==> src/rtl/correlation_stream.sv <==
`default_nettype none
// ============================================================================
// Module   : correlation_stream
// Purpose  : Streams NUM candidate words past a latched target and reports the
//            index/score of the candidate with the most (or fewest) agreeing bits.
// Revision : 1.0 - initial streaming release
// ============================================================================
module correlation_stream #(
    parameter int WIDTH = 32,
    parameter int NUM   = 16,
    parameter int IDX_W = $clog2(NUM),
    parameter int SC_W  = $clog2(WIDTH + 1)
) (
    input  logic             Clock,
    input  logic             Reset,
    input  logic             Start,
    input  logic             Mode,
    input  logic [WIDTH-1:0] Target_Num,
    input  logic             In_Valid,
    input  logic [WIDTH-1:0] In_Num,
    output logic             In_Ready,
    output logic             Busy,
    output logic             Out_Valid,
    output logic [IDX_W-1:0] Out_Index,
    output logic [SC_W-1:0]  Out_Score
);

    typedef enum logic [1:0] {
        S_IDLE  = 2'd0,
        S_RUN   = 2'd1,
        S_FLUSH = 2'd2,
        S_DONE  = 2'd3
    } state_t;

    localparam logic [IDX_W-1:0] c_last_idx = IDX_W'(NUM - 1);

    state_t           r_state;
    state_t           w_next_state;
    logic [WIDTH-1:0] r_target;
    logic             r_mode;
    logic [IDX_W-1:0] r_cnt;
    logic             r_s1_valid;
    logic [SC_W-1:0]  r_s1_score;
    logic [IDX_W-1:0] r_s1_idx;
    logic             r_best_valid;

    logic [WIDTH-1:0] w_agree;
    logic [SC_W-1:0]  w_score;
    logic             w_accept;
    logic             w_last;
    logic             w_better;
    logic             w_commit;

    assign In_Ready  = (r_state == S_RUN);
    assign Busy      = (r_state != S_IDLE);
    assign Out_Valid = (r_state == S_DONE);

    assign w_accept = In_Valid & In_Ready;
    assign w_last   = (r_cnt == c_last_idx);
    assign w_agree  = ~(In_Num ^ r_target);

    always_comb begin
        w_score = '0;
        for (int i = 0; i < WIDTH; i++) begin
            w_score = w_score + SC_W'(w_agree[i]);
        end
    end

    // Strict comparison keeps the earliest candidate on ties in both modes.
    assign w_better = r_mode ? (r_s1_score < Out_Score) : (r_s1_score > Out_Score);
    assign w_commit = r_s1_valid & (~r_best_valid | w_better);

    always_comb begin
        w_next_state = r_state;
        case (r_state)
            S_IDLE:  if (Start) w_next_state = S_RUN;
            S_RUN:   if (w_accept && w_last) w_next_state = S_FLUSH;
            S_FLUSH: w_next_state = S_DONE;
            S_DONE:  w_next_state = S_IDLE;
            default: w_next_state = S_IDLE;
        endcase
    end

    always_ff @(posedge Clock) begin
        if (!Reset) begin
            r_state      <= S_IDLE;
            r_target     <= '0;
            r_mode       <= 1'b0;
            r_cnt        <= '0;
            r_s1_valid   <= 1'b0;
            r_s1_score   <= '0;
            r_s1_idx     <= '0;
            r_best_valid <= 1'b0;
            Out_Index    <= '0;
            Out_Score    <= '0;
        end else begin
            r_state    <= w_next_state;
            r_s1_valid <= w_accept;

            if (r_state == S_IDLE && Start) begin
                r_target     <= Target_Num;
                r_mode       <= Mode;
                r_cnt        <= '0;
                r_best_valid <= 1'b0;
            end

            if (w_accept) begin
                r_s1_score <= w_score;
                r_s1_idx   <= r_cnt;
                if (!w_last) begin
                    r_cnt <= r_cnt + IDX_W'(1);
                end
            end

            // The result registers double as the running best.
            if (w_commit) begin
                Out_Score    <= r_s1_score;
                Out_Index    <= r_s1_idx;
                r_best_valid <= 1'b1;
            end
        end
    end

endmodule
`default_nettype wire

==> config.mk <==
export PLATFORM = sky130hd
export DESIGN_NAME = correlation_stream
export DESIGN_NICKNAME = d
export VERILOG_FILES = /design/src/rtl/correlation_stream.sv
export SDC_FILE = /design/constraint.sdc
export NUM_CORES = 1
export LEC_CHECK = 0
export BUFFER_PORTS_ARGS = -buffer_cell sky130_fd_sc_hd__buf_2
export CORE_MARGIN = 5
export CORE_UTILIZATION = 40
export DETAILED_ROUTE_END_ITERATION = 10
export PLACE_DENSITY = 0.67
export SYNTH_ARGS = -nofsm -noshare
export SYNTH_HDL_FRONTEND = slang
export SYNTH_SLANG_ARGS = --single-unit
==> constraint.sdc <==
create_clock -name Clock -period 7.1 [get_ports Clock]
set_clock_uncertainty 0.05 [all_clocks]
set_input_delay 1.42 -clock Clock [delete_from_list [all_inputs] [get_ports Clock]]
set_output_delay 1.42 -clock Clock [all_outputs]
set_load 0.005 [all_outputs]
==> out/metrics.yaml <==
place:
  dp.cells: 579
  post_dp_cell_area_um2: 3980
  gp_congestion: 0.780
  dp_hpwl_um: 5720
  io_buffers: 81
cts:
  clock-sinks: 61
  ctsHoldBuffers: 0
  clk_latency_ns: 0.33
  htree_levels: 3
  cts_tree: "built"
  post-cts-setup-buffers: 0
  cts-root-buf: "clkbuf_8"
  cts.repair.resized: 0
  cts_max_path_buffers: 2
  clkTransAtPathRegs_ns: 0.07
  cts-buffers-inserted: 9
synth:
  yosysSeqAreaShare_pct: 34.8
  synth_area_per_cell_um2: 8.61
  synth_fp_nets: 519
  ys_ff_latch: 61
  synthDistinctLibCells: 34
  ys_warn_count: 0
  netlist_instances: 407
  syn-cell-area_um2: 3500
final_layout:
  area_delta_synth_final_pct: 19.6
  fin_area_um2: 4190
  post-route-util_pct: 48.5
  final_nets: 594
  drive_gt1_share_pct: 20.7
  fillers: 856
  diodes: 0
  regArea_um2: 1220
  fin_cells: 595
  multiInputGateArea_um2: 2060
floorplan:
  core_um2: 8640
  die_w_um: 104
  die-area_um2: 10700
  io-pin-count: 82
  start_util_pct: 40.6
  die_h_um: 104
  fp-row-count: 34
run_status:
  outcome: "finished, final reports clean"
global_routing:
  first_global_vias: 2795
  grt_usage_pct: 13.9
  globalRoute.totalOverflow: 0
  antenna_found_initial: 0
  grt_pass1_wl_um: 12300
  grt_max_degree: 39
worst_setup_path:
  path_max_fanout: 2
  critPathCaptureType: "flop"
  reg2reg_depth: 17
  cp.required_ns: 7.31
  crit_path_top_delay_cell: "fa_1"
  crit_chain: "buf_2 -> xnor2_1 -> fa_1 -> inv_1 -> fa_1 -> fa_1 -> fa_1 -> fa_1 -> inv_1 -> fa_1 -> ha_1 -> inv_1 -> fa_1 -> nor2b_1 -> o21a_1 -> nor3_1 -> nand3b_1 -> a21oi_1"
  crit_type: "input port to flop"
  critPathLaunch: "In_Num[0]"
  rr_startpoint: "r_target[0]"
  cpMostUsedCell: "fa_1"
  critPathLaunchType: "input port"
  critPathBufInv: 4
  cp.arrival_ns: 6.21
  cp_num_cells: 18
  max_stage_delay_ns: 0.55
  cpLargestDelayFamily: "adder cells"
drt:
  dr.pass1.iters: 4
  vias_per_cell: 4.67
  antenna_left: 0
  post_drt_wl_per_cell_um: 12.4
  drt_iter0_markers: 36
  vias: 2777
  wl_um: 7400
  drc: 0
hold_path:
  holdCritPathClass: "flop to flop"
  hold-path-cell-count: 2
  hold_start: "Out_Index[0]"
timing:
  drv_slew: 0
  rsz0062_at_grt: "no"
  period_share_pct: 84.5
  setup_viol: 0
  tightest_slew_ns: 1.16
  finalCriticalPeriod_ns: 6.00
  max_freq_mhz: 167
  hold_violations: 0
  slew_headroom_pct: 22.4
  fin_tns_setup_ns: 0
run:
  drv_cap: 0
-- metrics by stage --
step,worst slack (ns),hold WS (ns)
4_1_cts,1.10,0.409
6_report,1.10,0.406
3_5_place_dp,0.734,0.396
5_1_grt,0.881,0.426
2_1_floorplan,1.08,0.387
3_3_place_gp,0.846,0.392
-- flip-flops by register name (all words and copies together), names as in the netlist --
signal / count
Out_Index: 4
Out_Score: 6
r_best_valid: 1
r_cnt: 4
r_mode: 1
r_s1_idx: 4
r_s1_score: 6
r_s1_valid: 1
r_state: 2
r_target: 32
-- worst paths after layout --
| path | end | slack [ns] |
|---|---|---|
| setup reg to reg | r_s1_score[4] | 1.96 |
| hold reg to reg | Out_Index[0] | 0.41 |
| hold / removal | Out_Index[0] | 0.41 |
| setup / recovery | r_s1_score[4] | 1.10 |
-- placed cells by master (no fill, tap or decap), types with 2 or more instances in the layout --
cell type	count
nand2_1	106
buf_2	81
dfxtp_1	61
a21oi_1	49
inv_1	39
fa_1	24
xor2_1	22
ha_1	19
xnor2_1	12
clkbuf_8	12
mux2i_1	10
nor2_1	8
nand3_1	5
and2_1	4
o211ai_1	3
o21ai_0	3
nor2b_1	2
o21a_1	2
nor3_1	2
o21ai_1	2
a21o_1	2
nand4_1	2
a211oi_1	2
buf_4	2
-- metal layers --
layer	vias up	global-route usage, %	part of all wire [%]
li1	1440	-	-
met1	1271	16.3	44
met2	59	22.9	49
met3	7	5.85	6.4
met4	0	4.31	1.1
met5	-	0	0
-- worst min-delay path, cell delays in order (launching register included) --
cell and delay (ns):
dfxtp_1 0.31, nand2_1 0.05, mux2i_1 0.05
-- cell usage after synthesis, drive strengths merged --
master   instances  area (um^2)
nor2b            2         12.5
o211ai           4         35.0
a311oi           1         8.76
and4             1         11.3
xor2            22          193
fa              24          480
ha              19          238
inv             39          146
and2             4         25.0
o21ai            5         25.0
nand3b           1         7.51
a211oi           2         15.0
nor2             8         30.0
or2              1         6.26
xnor2           12          105
nand2b           1         6.26
o21a             2         15.0
buf              7         36.3
clkbuf          12         45.0
a21oi           49          245
dfxtp           61         1220
nand2          106          398
a21o             2         15.0
mux2i           10          100
nor3             2         10.0
o41ai            1         16.3
nand4            2         12.5
nand3            5         25.0
mux2             1         11.3
a2bb2oi          1         8.76
-- kinds of logic after synthesis --
group,Yosys count,synth area share (%)
AND/OR/NAND/NOR,133,15.5
buffers and inverters,58,6.50
AO/OA/AOI/OAI,67,11.0
multiplexers,11,3.18
adder cells (fa/ha/maj),43,20.5
flip-flops,61,34.8
XOR/XNOR,34,8.50
-- cell type report --
cell class | count | share of cell area [%]
clock buffer | 13 | 4.03
clock inverter | 3 | 1.02
inverter | 39 | 3.49
multi-input combinational | 288 | 49.1
sequential | 61 | 29.1
tap | 108 | 3.22
timing repair buffer | 83 | 10.0
Power is left out: the tool's default activity adds up to more than one toggle a clock period on the data nets, which glitch-free logic cannot reach.
